==> config.mk <==
export PLATFORM = sky130hd
export DESIGN_NAME = serial_adder_flat
export DESIGN_NICKNAME = d
export VERILOG_FILES = /design/src/rtl/serial_adder_pkg.sv /design/src/rtl/serial_adder_if.sv /design/src/rtl/serial_adder_full_adder_bit.sv /design/src/rtl/serial_adder.sv /design/src/flat_wrapper.sv
export SDC_FILE = /design/constraint.sdc
export NUM_CORES = 1
export LEC_CHECK = 0
export ABC_CLOCK_PERIOD_IN_PS = 1300
export BUFFER_PORTS_ARGS = -buffer_cell sky130_fd_sc_hd__buf_2
export CORE_ASPECT_RATIO = 1.4
export CORE_MARGIN = 1
export CORE_UTILIZATION = 45
export CTS_BUF_LIST = sky130_fd_sc_hd__clkbuf_4 sky130_fd_sc_hd__clkbuf_8 sky130_fd_sc_hd__clkbuf_16
export DETAILED_ROUTE_END_ITERATION = 10
export PLACE_DENSITY = 0.67
export SETUP_SLACK_MARGIN = 0.15
export SYNTH_ARGS = -nofsm -noshare
export SYNTH_HDL_FRONTEND = slang
export SYNTH_SLANG_ARGS = --single-unit
==> constraint.sdc <==
create_clock -name clk -period 1.3 [get_ports clk]
set_input_delay 0.065 -clock clk [delete_from_list [all_inputs] [get_ports clk]]
set_output_delay 0.065 -clock clk [all_outputs]
set_load 0.05 [all_outputs]
==> src/rtl/serial_adder_pkg.sv <==
// Shared types for the bit-serial adder: FSM state encoding and counter sizing.
// No logic; combinational helper only.
package serial_adder_pkg;

    typedef enum logic [1:0] {
        ST_IDLE = 2'd0,
        ST_RUN  = 2'd1,
        ST_DONE = 2'd2
    } state_t;

    localparam int DEFAULT_WIDTH = 8;

    // Bit-counter width; never narrower than one bit.
    function automatic int cnt_width(input int width);
        return (width > 1) ? $clog2(width) : 1;
    endfunction

endpackage

==> src/rtl/serial_adder_if.sv <==
// Request/result bundle between an add requester (master) and serial_adder (slave).
// start is only honoured while busy is low.
interface serial_adder_if #(
    parameter int WIDTH = 8
);
    logic             start;
    logic [WIDTH-1:0] a;
    logic [WIDTH-1:0] b;
    logic             cin;
    logic             busy;
    logic             done;
    logic [WIDTH-1:0] sum;
    logic             cout;

    modport master (
        output start, a, b, cin,
        input  busy, done, sum, cout
    );

    modport slave (
        input  start, a, b, cin,
        output busy, done, sum, cout
    );
endinterface

==> src/rtl/serial_adder_full_adder_bit.sv <==
// One-bit full adder built from two half-adder cells and an OR of their carries.
// Purely combinational; no backpressure.
module half_adder (
    input  logic x_i,
    input  logic y_i,
    output logic s_o,
    output logic c_o
);
    assign s_o = x_i ^ y_i;
    assign c_o = x_i & y_i;
endmodule

module full_adder_bit (
    input  logic a_i,
    input  logic b_i,
    input  logic c_i,
    output logic s_o,
    output logic c_o
);
    logic s0;
    logic c0;
    logic c1;

    half_adder u_ha0 (.x_i(a_i), .y_i(b_i), .s_o(s0),  .c_o(c0));
    half_adder u_ha1 (.x_i(s0),  .y_i(c_i), .s_o(s_o), .c_o(c1));

    assign c_o = c0 | c1;
endmodule

==> src/rtl/serial_adder.sv <==
// Bit-serial unsigned adder, {cout,sum} = a + b + cin, one bit per clock LSB-first.
// Latency WIDTH+1 edges from accept to done; start is ignored while busy.
module serial_adder
    import serial_adder_pkg::*;
#(
    parameter int WIDTH = DEFAULT_WIDTH
) (
    input  logic          clk,
    input  logic          rst,
    serial_adder_if.slave bus
);
    localparam int            CW   = cnt_width(WIDTH);
    localparam logic [CW-1:0] LAST = CW'(WIDTH - 1);

    state_t           state_q,   state_d;
    logic [WIDTH-1:0] shift_a_q, shift_a_d;
    logic [WIDTH-1:0] shift_b_q, shift_b_d;
    logic [WIDTH-1:0] sreg_q,    sreg_d;
    logic [WIDTH-1:0] sum_q,     sum_d;
    logic [CW-1:0]    cnt_q,     cnt_d;
    logic             carry_q,   carry_d;
    logic             cout_q,    cout_d;
    logic             busy_q,    busy_d;
    logic             done_q,    done_d;

    logic fa_sum;
    logic fa_carry;

    full_adder_bit u_fa (
        .a_i (shift_a_q[0]),
        .b_i (shift_b_q[0]),
        .c_i (carry_q),
        .s_o (fa_sum),
        .c_o (fa_carry)
    );

    always_comb begin
        state_d   = state_q;
        shift_a_d = shift_a_q;
        shift_b_d = shift_b_q;
        sreg_d    = sreg_q;
        sum_d     = sum_q;
        cnt_d     = cnt_q;
        carry_d   = carry_q;
        cout_d    = cout_q;

        case (state_q)
            ST_RUN: begin
                sreg_d    = {fa_sum, sreg_q[WIDTH-1:1]};
                shift_a_d = shift_a_q >> 1;
                shift_b_d = shift_b_q >> 1;
                carry_d   = fa_carry;
                if (cnt_q == LAST) begin
                    // Results become visible only on the final step edge.
                    state_d = ST_DONE;
                    sum_d   = sreg_d;
                    cout_d  = fa_carry;
                end else begin
                    cnt_d = cnt_q + 1'b1;
                end
            end
            default: begin
                // IDLE, DONE and the unused encoding all accept a new add.
                if (bus.start) begin
                    state_d   = ST_RUN;
                    shift_a_d = bus.a;
                    shift_b_d = bus.b;
                    carry_d   = bus.cin;
                    cnt_d     = '0;
                end else begin
                    state_d = ST_IDLE;
                end
            end
        endcase

        busy_d = (state_d == ST_RUN);
        done_d = (state_d == ST_DONE);
    end

    always_ff @(posedge clk) begin
        if (rst) begin
            state_q   <= ST_IDLE;
            shift_a_q <= '0;
            shift_b_q <= '0;
            sreg_q    <= '0;
            sum_q     <= '0;
            cnt_q     <= '0;
            carry_q   <= 1'b0;
            cout_q    <= 1'b0;
            busy_q    <= 1'b0;
            done_q    <= 1'b0;
        end else begin
            state_q   <= state_d;
            shift_a_q <= shift_a_d;
            shift_b_q <= shift_b_d;
            sreg_q    <= sreg_d;
            sum_q     <= sum_d;
            cnt_q     <= cnt_d;
            carry_q   <= carry_d;
            cout_q    <= cout_d;
            busy_q    <= busy_d;
            done_q    <= done_d;
        end
    end

    assign bus.busy = busy_q;
    assign bus.done = done_q;
    assign bus.sum  = sum_q;
    assign bus.cout = cout_q;

endmodule
==> src/flat_wrapper.sv <==
// flat-port wrapper written by rule: the top's interface ports become plain ports
module serial_adder_flat import serial_adder_pkg::*;
#(
    parameter int WIDTH = DEFAULT_WIDTH
)
  (clk, rst, bus_start, bus_a, bus_b, bus_cin, bus_busy, bus_done, bus_sum, bus_cout);
  serial_adder_if #(.WIDTH(WIDTH)) bus_i ();
  input  logic clk;
  input  logic rst;
  input wire logic [$bits(bus_i.start)-1:0] bus_start;
  input wire logic [$bits(bus_i.a)-1:0] bus_a;
  input wire logic [$bits(bus_i.b)-1:0] bus_b;
  input wire logic [$bits(bus_i.cin)-1:0] bus_cin;
  output wire logic [$bits(bus_i.busy)-1:0] bus_busy;
  output wire logic [$bits(bus_i.done)-1:0] bus_done;
  output wire logic [$bits(bus_i.sum)-1:0] bus_sum;
  output wire logic [$bits(bus_i.cout)-1:0] bus_cout;
  assign bus_i.start = bus_start;
  assign bus_i.a = bus_a;
  assign bus_i.b = bus_b;
  assign bus_i.cin = bus_cin;
  assign bus_busy = bus_i.busy;
  assign bus_done = bus_i.done;
  assign bus_sum = bus_i.sum;
  assign bus_cout = bus_i.cout;
  serial_adder #(.WIDTH(WIDTH)) u_core (.clk(clk), .rst(rst), .bus(bus_i));
endmodule
## Yosys cells after proc, flatten, opt, wreduce, memory -nomap -nowiden

Cells that the tools add are included.

| word-level totals | value |
|---|---|
| register bits | 41 |
| bits of input ports | 20 |
| output and inout port bits | 11 |
| word-level logic and storage cells | 39 |

| cells by class | value |
|---|---|
| add/subtract/negate cells | 1 |
| eq/ne operators | 5 |
| mux-type cells | 12 |
| bitwise gates (word level) | 5 |
| reductions and logical operators | 4 |

Operator list:

| kind | count |
|---|---|
| 2-to-1 mux 7 bit | 4 |
| 2-to-1 mux 3 bit | 3 |
| equality test 2 x 1 -> 1 bit, second input constant | 2 |
| 2-to-1 mux 2 bit | 2 |
| AND reduction 2 bit | 2 |
| adder 3 x 1 -> 3 bit, second input constant | 1 |
| equality test 3 bit, second input constant | 1 |
| 2-to-1 mux 1 bit | 3 |
| bitwise AND 1 bit | 2 |
| equality test 2 bit, second input constant | 1 |
| != test 2 bit, second input constant | 1 |
| nonzero test 2 bit | 1 |
| OR reduction 2 bit | 1 |
| XOR 1 bit | 2 |
| OR 1 bit | 1 |

## Logic depth before layout (Yosys ltp)

| logic depth | value |
|---|---|
| depth in word-level cells | 4 |
| mapped depth | 7 |
| mapped depth without buffers | 5 |

## By module

Synthesis repeated with hierarchy kept, for this count alone.

| second synthesis, totals | value |
|---|---|
| cell total of the unflattened synthesis | 177 |
| area total of the unflattened synthesis | 1727.9 um2 |

Modules (own cells, without submodules):

| module | instances | cells an instance | area an instance (um2) | seq. area each (um2) |
|---|---|---|---|---|
| serial_adder | 1 | 174 | 1696.6 | 800.8 |
| half_adder | 2 | 1 | 12.5 | 0.0 |
| full_adder_bit | 1 | 1 | 6.3 | 0.0 |

## Least setup slack after synthesis

OpenSTA, ideal clock, no wires.

| timing path | value |
|---|---|
| path type | register -> register |
| from | register u_core.cnt_q[0] |
| to | register u_core.cout_q, in the netlist u_core.bus.cout |
| library setup time | 0.070 ns |
| arrival | 1.302 ns |
| data required time | 1.230 ns |
| slack | -0.072 ns |
| stages on the path, launching flop included | 8 |
| period minus slack after synthesis | 1.372 ns |
| cell sequence | dfxtp_1 > ha_1 > ha_1 > buf_2 > nand3b_1 > buf_2 > nand2_1 > a21oi_1 |

| on the way | value |
|---|---|
| word-level cells in the longest chain between the ends | 2 |

Ends and longest elaborated chain:

| element | line | source |
|---|---|---|
| from (decl) | serial_adder.sv:20 | `logic [CW-1:0] cnt_q, cnt_d;` |
| from (signal assigned) | serial_adder.sv:98 | `cnt_q <= cnt_d;` |
| equality test 3 bit | serial_adder.sv:53 | `if (cnt_q == LAST) begin` |
| AND reduction 2 bit (no source line) | - |  |
| to (signal assigned) | serial_adder.sv:100 | `cout_q <= cout_d;` |
| to (decl) | serial_adder.sv:22 | `logic cout_q, cout_d;` |

Every way passes these cells.
A chain may end at the register's enable or synchronous reset.

## Worst setup path in the final report

Ends and elaborated chain as after synthesis.

==> impl_metrics.json <==
{
  "wl_per_cell_um": 14.4,
  "use_met1": 0.234,
  "nNetsFinal": 235,
  "cts-root-buf": "clkbuf_8",
  "postSynthRegisterBits": 40,
  "antenna_found_initial": 0,
  "post-dp-hpwl_um": 2290,
  "endpoint": "u_core.bus.cout",
  "r2r_cells": 7,
  "startpoint": "u_core.cnt_q[0]",
  "ioPinCount": 31,
  "clock_latency_ps": 290,
  "start_kind": "register",
  "vias_per_cell": 5.42,
  "status": "finished with violations",
  "grt_pass1_vias": 1253,
  "final_hold_viol_count": 0,
  "grt_max_degree": 38,
  "rows": 26,
  "tightest_slew_ps": 494,
  "cp.required_ps": 1520,
  "routed_wl_um": 3660,
  "grt_busiest_layer": "met2",
  "synth_cell_types": 23,
  "drt_pre_antenna_iters": 4,
  "cp_slowest_cell": "dfxtp_2",
  "syn_area_um2": 1710,
  "crit_fanout": 3,
  "ir_drop_uv": 800,
  "drive_gt1_frac": 0.396,
  "post-route-min-period_ps": 1340,
  "place_ws_ps": -16.9,
  "synth_top_area_cell": "dfxtp_1",
  "layout-area-overhead-vs-synth_pct": 28.4,
  "numCtsBuffers": 5,
  "timing.fmax_mhz": 746,
  "grt_pass1_wl_um": 5650,
  "p_per_area_nw_per_um2": 1200,
  "port_buffers": 30,
  "met3_usage": 0.0525,
  "placeableCoreArea_um2": 3640,
  "ys_seq_area_frac": 0.469,
  "drt_iter0_drc": 26,
  "critical_path.cell_chain": "ha_4 > buf_6 > ha_4 > nand3b_1 > buf_4 > nand2_2 > a21oi_2",
  "synth_warnings": 0,
  "initial_core_util": 0.469,
  "nFillCells": 320,
  "insertedDiodeCount": 0,
  "skew_ps": 6.32,
  "cp_common_cell": "ha_4",
  "grt_use_met2": 0.306,
  "htreeDepth": 2,
  "cts_hold_buf": 0,
  "setup_viol": 12,
  "r2r-end": "u_core.bus.cout",
  "r2r-start": "u_core.cnt_q[0]",
  "timing.final.crit_share": 1.03,
  "cts_num_sinks": 40,
  "setup_slack_ps": -40.1,
  "hold_path.class": "input pin to register",
  "grt_setup_unrepaired": "yes",
  "crit_family": "flip-flops",
  "synth_top_area_share": 0.469,
  "p_leak_nw": 0.895,
  "grt_use_total": 0.191,
  "drtAntennaViolNets": 0,
  "ctsLongestPathBuffers": 2,
  "violations": "setup timing",
  "syn-instance-count": 174,
  "dieArea_um2": 4050,
  "drcViolationCount": 0,
  "rrSetupSlack_ps": -40,
  "crit_path_max_incr_delay_ps": 340,
  "crit_buf_inv": 2,
  "chipWidth_um": 54.1,
  "maxCapViolations": 0,
  "clkSlewWorstSetupHoldPaths_ps": 70,
  "slew_headroom": 0.671,
  "crit_type": "register to register",
  "cp-end-kind": "register",
  "vias": 1376,
  "ys_top_cells_by_area": "dfxtp_1 47%, mux2i_1 10%, a211oi_2 5.9%, buf_6 5.3%, nand2_1 5.1%",
  "arrival_ps": 1560,
  "syn_area_per_cell_um2": 9.82,
  "fp.dieH_um": 74.9,
  "syn-num-nets": 198,
  "crit_cells": 7,
  "utilization": 0.602,
  "final_max_slew_viol_count": 0,
  "cts_tree": "built",
  "place.gp.congestion": 0.754,
  "overflow": 0
}
[cell usage after synthesis]
cell type / count
buf_6: 8
fa_1: 1
a211oi_1: 7
o21a_1: 1
nor2_1: 17
mux2i_1: 17
nor3_1: 3
ha_1: 3
or4b_1: 2
o21ai_0: 1
dfxtp_1: 40
nor3b_1: 1
a211oi_2: 8
nand2b_1: 4
buf_2: 6
nand3_1: 9
nand2_1: 23
nand3b_1: 2
and3b_1: 1
and2b_4: 1
or4_1: 1
o21ai_1: 2
a21oi_1: 16
[cell type report]
cell class                      instances  area [µm²]  share of cell area
Tap cell                               42        52.6              0.0240
Clock buffer                            6        76.3              0.0348
Timing Repair Buffer                   44         322               0.147
Sequential cell                        40         807               0.368
Clock inverter                          2        35.0              0.0160
Multi-Input combinational cell        120         900               0.410
[repair_timing]
item | CTS | global route
setup buffers | 3 | 2
endpoints found under the setup margin | 27 | 30
gates cloned | 0 | 2
resized for setup | 11 | 18
pin swaps | 3 | 6
[metrics by stage]
step                      total power, mW  cells  cell area, µm²  setup TNS, ps  hold WS, ps
final                                2.64    254            2190           -247         63.3
after global routing                 2.75    254            2190           -874          101
after CTS                            2.64    250            2090          -32.8         72.9
after detailed placement             1.62    239            1910          -33.3          374
after global placement               1.60    239            1910              0          357
after floorplan                      1.55    174            1750              0          231
[layer usage]
metal,wire (µm),part of all wire
met2,1900,0.52
met4,25,0.0068
met5,0,0
met3,143,0.039
met1,1590,0.43
[state kept, by name (all words and copies together), names as in the netlist, 2 cells and up]
register,cells
u_core.bus.sum,8
u_core.cnt_q,3
u_core.shift_a_q,8
u_core.shift_b_q,8
u_core.sreg_q,7
u_core.state_q,2
[report_power, final]
part	switching [mW]	internal, mW	total [mW]
clock network	0.424	0.591	1.01
registers	0.0352	1.28	1.32
logic	0.160	0.147	0.307
total	0.619	2.02	2.64
[worst register-to-register path: stages, from the launching register on]
cell and delay, ps:
dfxtp_2 340, ha_4 170, buf_6 110, ha_4 140, nand3b_1 160, buf_4 150, nand2_2 50, a21oi_2 140
[cells in the final DEF, fill, tap and decap left out, drive strengths merged]
cell,count
o21a,1
nand2,23
nand3b,2
dfxtp,40
clkinv,1
ha,3
and3b,1
o21ai,3
or4b,2
a21oi,16
nand2b,4
mux2i,17
clkbuf,7
buf,43
or4,1
bufinv,1
nand3,9
a211oi,15
nor3b,1
fa,1
nor2,17
and2b,1
nor3,3
[cells by family after synthesis]
logic type	Yosys count	synth area share
AO/OA/AOI/OAI	35	0.149
adder cells (fa/ha/maj)	4	0.0337
buffers and inverters	14	0.0703
flip-flops	40	0.469
multiplexers	17	0.0996
AND/OR/NAND/NOR	64	0.178
[worst min path at each step]
| stage | start | endpoint | cells past startpoint |
|---|---|---|---|
| after global routing | bus_b[7] | u_core.shift_b_q[7] | 3 |
| after CTS | bus_b[7] | u_core.shift_b_q[7] | 3 |
| after detailed placement | bus_b[7] | u_core.shift_b_q[7] | 3 |
| final | bus_b[7] | u_core.shift_b_q[7] | 3 |
| after global placement | bus_a[7] | u_core.shift_a_q[7] | 3 |
| after floorplan | rst | u_core.cnt_q[1] | 2 |
(Power assumes the default switching activity.)
